<file path="config.mk">
export PLATFORM = sky130hd
export DESIGN_NAME = dcmac_segmenter
export DESIGN_NICKNAME = d
export VERILOG_FILES = /design/src/rtl/dcmac_segmenter.sv
export SDC_FILE = /design/constraint.sdc
export NUM_CORES = 2
export LEC_CHECK = 0
export CORE_AREA = 2 2 435 437
export DETAILED_ROUTE_END_ITERATION = 8
export DIE_AREA = 0 0 437 439
export PLACE_DENSITY = 0.43
export SLEW_MARGIN = 20
export SYNTH_ARGS = -nofsm -noshare
export SYNTH_HDL_FRONTEND = slang
export SYNTH_SLANG_ARGS = --single-unit
</file>
<file path="constraint.sdc">
create_clock -name clk -period 3.15 [get_ports clk]
set_input_delay 0.4725 -clock clk [delete_from_list [all_inputs] [get_ports clk]]
set_output_delay 0.4725 -clock clk [all_outputs]
set_load 0.01 [all_outputs]
</file>
<file path="src/rtl/dcmac_segmenter.sv">
// dcmac_segmenter: splits a 512-bit AXI stream into four lockstep 128-bit segments with ena/mty
// sideband and cuts packets longer than MAX_PACKET_SIZE. Optional counters: SEGMENTER_STATS_EN.
module dcmac_segmenter #(
    parameter int MAX_PACKET_SIZE = 16384
) (
    input  logic         clk,
    input  logic         resetn,
    input  logic [511:0] axis_in_tdata,
    input  logic [63:0]  axis_in_tkeep,
    input  logic         axis_in_tlast,
    input  logic         axis_in_tvalid,
    output logic         axis_in_tready,
    output logic [127:0] axis0_out_tdata,
    output logic [127:0] axis1_out_tdata,
    output logic [127:0] axis2_out_tdata,
    output logic [127:0] axis3_out_tdata,
    output logic [4:0]   axis0_out_tuser,
    output logic [4:0]   axis1_out_tuser,
    output logic [4:0]   axis2_out_tuser,
    output logic [4:0]   axis3_out_tuser,
    output logic         axis0_out_tlast,
    output logic         axis1_out_tlast,
    output logic         axis2_out_tlast,
    output logic         axis3_out_tlast,
    output logic         axis0_out_tvalid,
    output logic         axis1_out_tvalid,
    output logic         axis2_out_tvalid,
    output logic         axis3_out_tvalid,
    input  logic         axis0_out_tready,
    input  logic         axis1_out_tready,
    input  logic         axis2_out_tready,
    input  logic         axis3_out_tready,
    output logic         pkt_truncated,
`ifdef SEGMENTER_STATS_EN
    output logic [31:0]  stat_packets,
    output logic [31:0]  stat_truncated,
    output logic [31:0]  stat_empty_last,
`endif
    output logic         dbg_state_o
);

    localparam int MAX_BEATS = MAX_PACKET_SIZE / 64;
    localparam int CNT_W     = (MAX_BEATS > 1) ? $clog2(MAX_BEATS) : 1;

    // Handshakes: a transfer happens on a rising edge where valid and ready are both 1. Valid,
    // once raised, holds its payload until accepted; the output side is ready only when all four
    // segment readies are 1, and input ready comes from a register, never from output ready.

    typedef enum logic {
        S_PASS    = 1'b0,
        S_DISCARD = 1'b1
    } state_t;

    typedef struct packed {
        logic [511:0] data;
        logic [19:0]  user;   // segment N sideband at [5N+4:5N]
        logic         last;
    } beat_t;

    state_t             state_q, state_d;
    logic [CNT_W-1:0]   cnt_q, cnt_d;
    beat_t              main_q, main_d;
    beat_t              skid_q, skid_d;
    logic               main_valid_q, main_valid_d;
    logic               skid_valid_q, skid_valid_d;
    logic               tready_q, tready_d;
    logic               trunc_q, trunc_d;

    beat_t              fmt;
    logic               out_ready;
    logic               drain;
    logic               in_fire;
    logic               pass_fire;
    logic               at_limit;

    function automatic logic [4:0] seg_user(input logic [15:0] k);
        logic [3:0] hi;
        hi = 4'd0;
        for (int i = 0; i < 16; i++) begin
            if (k[i]) hi = 4'(i);
        end
        return {|k, (|k) ? (4'd15 - hi) : 4'd0};
    endfunction

    assign out_ready = axis0_out_tready & axis1_out_tready & axis2_out_tready & axis3_out_tready;
    assign drain     = main_valid_q & out_ready;
    assign in_fire   = axis_in_tvalid & tready_q;
    assign pass_fire = in_fire & (state_q == S_PASS);
    assign at_limit  = (cnt_q == CNT_W'(MAX_BEATS - 1));

    always_comb begin
        fmt.data = axis_in_tdata;
        fmt.user = '0;
        fmt.last = axis_in_tlast | at_limit;
        for (int n = 0; n < 4; n++) begin
            fmt.user[5*n +: 5] = seg_user(axis_in_tkeep[16*n +: 16]);
        end
    end

    // Main register feeds the outputs; the skid register absorbs the one beat that can arrive
    // after output ready drops, because input ready only reacts a cycle later.
    always_comb begin
        main_d       = main_q;
        main_valid_d = main_valid_q;
        skid_d       = skid_q;
        skid_valid_d = skid_valid_q;
        if (drain) begin
            if (skid_valid_q) begin
                main_d       = skid_q;
                skid_valid_d = 1'b0;
            end else begin
                main_valid_d = 1'b0;
            end
        end
        if (pass_fire) begin
            if (!main_valid_d) begin
                main_d       = fmt;
                main_valid_d = 1'b1;
            end else begin
                skid_d       = fmt;
                skid_valid_d = 1'b1;
            end
        end
    end

    always_comb begin
        state_d = state_q;
        cnt_d   = cnt_q;
        trunc_d = 1'b0;
        case (state_q)
            S_PASS: begin
                if (pass_fire) begin
                    if (axis_in_tlast) begin
                        cnt_d = '0;
                    end else if (at_limit) begin
                        cnt_d   = '0;
                        trunc_d = 1'b1;
                        state_d = S_DISCARD;
                    end else begin
                        cnt_d = cnt_q + CNT_W'(1);
                    end
                end
            end
            S_DISCARD: begin
                if (in_fire && axis_in_tlast) begin
                    state_d = S_PASS;
                    cnt_d   = '0;
                end
            end
            default: begin
                state_d = S_PASS;
                cnt_d   = '0;
            end
        endcase
        tready_d = (state_d == S_DISCARD) || !skid_valid_d;
    end

    always_ff @(posedge clk) begin
        if (!resetn) begin
            state_q      <= S_PASS;
            cnt_q        <= '0;
            main_q       <= '0;
            skid_q       <= '0;
            main_valid_q <= 1'b0;
            skid_valid_q <= 1'b0;
            tready_q     <= 1'b0;
            trunc_q      <= 1'b0;
        end else begin
            state_q      <= state_d;
            cnt_q        <= cnt_d;
            main_q       <= main_d;
            skid_q       <= skid_d;
            main_valid_q <= main_valid_d;
            skid_valid_q <= skid_valid_d;
            tready_q     <= tready_d;
            trunc_q      <= trunc_d;
        end
    end

`ifdef SEGMENTER_STATS_EN
    logic [31:0] stat_packets_q, stat_truncated_q, stat_empty_last_q;

    always_ff @(posedge clk) begin
        if (!resetn) begin
            stat_packets_q    <= '0;
            stat_truncated_q  <= '0;
            stat_empty_last_q <= '0;
        end else begin
            if (drain && main_q.last) stat_packets_q <= stat_packets_q + 32'd1;
            if (trunc_q) stat_truncated_q <= stat_truncated_q + 32'd1;
            if (pass_fire && axis_in_tlast && (axis_in_tkeep == '0))
                stat_empty_last_q <= stat_empty_last_q + 32'd1;
        end
    end

    assign stat_packets    = stat_packets_q;
    assign stat_truncated  = stat_truncated_q;
    assign stat_empty_last = stat_empty_last_q;
`endif

    assign axis_in_tready   = tready_q;
    assign pkt_truncated    = trunc_q;
    assign dbg_state_o      = (state_q == S_DISCARD);

    assign axis0_out_tdata  = main_q.data[127:0];
    assign axis1_out_tdata  = main_q.data[255:128];
    assign axis2_out_tdata  = main_q.data[383:256];
    assign axis3_out_tdata  = main_q.data[511:384];
    assign axis0_out_tuser  = main_q.user[4:0];
    assign axis1_out_tuser  = main_q.user[9:5];
    assign axis2_out_tuser  = main_q.user[14:10];
    assign axis3_out_tuser  = main_q.user[19:15];
    assign axis0_out_tlast  = main_q.last;
    assign axis1_out_tlast  = main_q.last;
    assign axis2_out_tlast  = main_q.last;
    assign axis3_out_tlast  = main_q.last;
    assign axis0_out_tvalid = main_valid_q;
    assign axis1_out_tvalid = main_valid_q;
    assign axis2_out_tvalid = main_valid_q;
    assign axis3_out_tvalid = main_valid_q;

endmodule

</file>
==> flow_summary.json <==
{
  "finalCritPeriodShare": 0.831,
  "finalSetupViolCount": 0,
  "ys_types": 50,
  "synth-edff-count": 0,
  "drt_wl_total_um": 203000,
  "critical-path-top-delay-family": "flip-flops",
  "p_seq_frac": 0.421,
  "avgRoutedWirePerCell_um": 22.5,
  "cts-htree-levels": 4,
  "power_density_nw_per_um2": 566,
  "ys.flop_type": "dfxtp_1",
  "cts_tree": "built",
  "seqCellArea_um2": 21600,
  "drt_iter0_drc": 3361,
  "final_core_util": 0.332,
  "holdBufCountCts": 0,
  "clockRootBuffer": "clkbuf_16",
  "ctsResizeCount": 0,
  "fillers": 19575,
  "outcome": "finished, final reports clean",
  "antenna_found_initial": 53,
  "hpwl_um": 137000,
  "tightest_slew_ns": 0.693,
  "finClkSkew_ns": 0.0305,
  "cts_setup_buffers": 0,
  "ant_nets": 0,
  "dieArea_um2": 192000,
  "ys_seq_area_frac": 0.502,
  "syn_area_um2": 43100,
  "mostFrequentLayoutCells": "2096 x nand2_1, 1126 x clkdlybuf4s50_1, 1079 x dfxtp_1",
  "dp.cells": 8759,
  "grt_max_degree": 105,
  "port_buffers": 1126,
  "drt_first_pass_iters": 5,
  "path_clk_slew_ns": 0.06,
  "avgSynthCellArea_um2": 7.83,
  "multi_input_area_um2": 19100,
  "ios": 1127,
  "numCtsBuffers": 134,
  "worst-endpoint-arrival_ns": 2.14,
  "rows": 159,
  "async_reset_ff_frac": 0,
  "fin_nets": 6985,
  "ir_drop_uv": 339,
  "slowest_stage": "dfxtp_1",
  "gp_congestion": 0.862,
  "tns_ns": 0,
  "power_frac_comb": 0.135,
  "grt_pass1_wl_um": 293000,
  "final_cells": 9024,
  "start_util": 0.230,
  "clkPwrFrac": 0.444,
  "crit_type": "flip-flop to output port",
  "min-delay-path-class": "primary input to flip-flop",
  "power_switching_share": 0.265,
  "num_vias": 44356,
  "place_ws_ns": 0.178,
  "drcViolationCount": 0,
  "setup_ws_ns": 0.533,
  "max_freq_ghz": 0.382,
  "rsz0062_at_grt": "false",
  "path_cells": "clkdlybuf4s50_1",
  "grt.total_usage": 0.201,
  "grt_pass1_vias": 41437,
  "drive_above_1_share": 0.0586,
  "cp.required_ns": 2.68,
  "die_y_um": 439,
  "switchingPower_mw": 9.30,
  "max_slew_margin": 0.538,
  "end_kind": "output port",
  "crit_fanout": 9,
  "cp-start-kind": "flip-flop",
  "yosysWarnings": 0,
  "leakagePower_nw": 19.8,
  "cts.sinks": 1079,
  "drv_slew": 0,
  "power_mw": 35.2,
  "power.internal_mw": 25.9,
  "core_um2": 187000,
  "hold_viol_final": 0,
  "ys_ff_latch": 1079,
  "cp_slowest_stage_delay_ns": 0.70,
  "fin_crit_ns": 2.62,
  "viasPerCell": 4.92,
  "syn2layout_area_growth_pct": 44.2,
  "worst-path-buf-inv": 1,
  "die_w_um": 437,
  "clockBufferDepth": 3,
  "clock_latency_ns": 0.80,
  "mostFrequentLayoutCell": "nand2_1",
  "syn-num-nets": 6086,
  "grt_overflow_total": 0,
  "syn-instance-count": 5501,
  "cap_violations": 0
}
worst register-to-register path, cell delays in order (launching register included):
cell	delay, ns
dfxtp_1	0.70
inv_2	0.19
nor3_4	0.38
buf_12	0.31
buf_12	0.33
nand2_1	0.11
a311oi_1	0.30
metrics by stage:
| step | hold WS (ns) | cell area [um2] |
|---|---|---|
| after floorplan | 0.433 | 43100 |
| after global placement | 0.442 | 57600 |
| after detailed placement | 0.446 | 57600 |
| after CTS | 0.165 | 62000 |
| after global routing | 0.210 | 62100 |
| final | 0.246 | 62100 |
synth_stat cells (all sizes together), types with 3 or more instances:
library cell,number,area share
a2111o,3,0.00078
a211oi,5,0.00099
a21oi,537,0.063
a221o,3,0.00070
a311oi,526,0.11
a31oi,7,0.0010
and3,3,0.00044
buf,229,0.028
clkbuf,305,0.027
dfxtp,1079,0.50
inv,13,0.0011
mux2i,9,0.0021
nand2,2097,0.18
nand2b,5,0.00073
nand3,18,0.0021
nand3b,3,0.00052
nand4,7,0.0010
nor2,32,0.0028
nor2b,4,0.00058
nor3,528,0.061
nor4,21,0.0031
o21ai,14,0.0016
o31a,4,0.00081
o31ai,11,0.0019
o32ai,8,0.0016
or3,4,0.00058
or4,6,0.0010
final timing paths:
path | startpoint | to | slack, ns | cells after the start
setup reg to reg | axis0_out_tvalid | axis3_out_tdata[88] | 0.74 | 6
hold / removal | axis_in_tdata[424] | skid_q[445] | 0.25 | 3
setup / recovery | axis0_out_tvalid | axis3_out_tvalid | 0.53 | 1
hold reg to reg | skid_q[494] | skid_q[494] | 0.45 | 2
registers in the layout (all words and copies together) (netlist names), 5 cells and up:
| signal | cells |
|---|---|
| axis0_out_tdata | 128 |
| axis2_out_tuser | 5 |
| axis2_out_tdata | 128 |
| axis1_out_tdata | 128 |
| skid_q | 533 |
| axis0_out_tuser | 5 |
| axis3_out_tuser | 5 |
| axis1_out_tuser | 5 |
| cnt_q | 8 |
| axis3_out_tdata | 128 |
final cells by class:
type	count	area share
diodes	28	0.00113
clock buffers	205	0.0645
clock inverters	32	0.00629
inverters	13	0.000907
multi-input cells	3875	0.308
flip-flops and latches	1079	0.348
well taps	2495	0.0503
repair buffers	1297	0.221
metal layers:
layer | GRT usage | up-vias | part of all wire
met5 | 0 | - | 0.00078
met4 | 0.0692 | 24 | 0.027
met3 | 0.0481 | 270 | 0.064
met2 | 0.325 | 1441 | 0.48
met1 | 0.260 | 21625 | 0.43
li1 | - | 20996 | -
cells by family (layout without fill, tap and decap cells):
logic type / Yosys count / in the layout / synth area share
buffers and inverters: 547 / 1547 / 0.0557
other: 0 / 28 / 0
flip-flops: 1079 / 1079 / 0.502
AO/OA/AOI/OAI: 1133 / 1133 / 0.182
multiplexers: 9 / 9 / 0.00209
adder cells (fa/ha/maj): 1 / 1 / 0.000291
AND/OR/NAND/NOR: 2732 / 2732 / 0.258
power by group through the flow:
| stage | clock (mW) | combinational, mW | sequential (mW) |
|---|---|---|---|
| 2_1_floorplan | 0 | 1.54 | 15.2 |
| 3_3_place_gp | 0 | 4.75 | 15.1 |
| 3_5_place_dp | 0 | 4.77 | 15.1 |
| 4_1_cts | 16.1 | 4.79 | 14.8 |
| 5_1_grt | 16.6 | 5.06 | 14.9 |
| 6_report | 15.6 | 4.75 | 14.8 |
No activity file was read; power rests on OpenSTA's default activity.
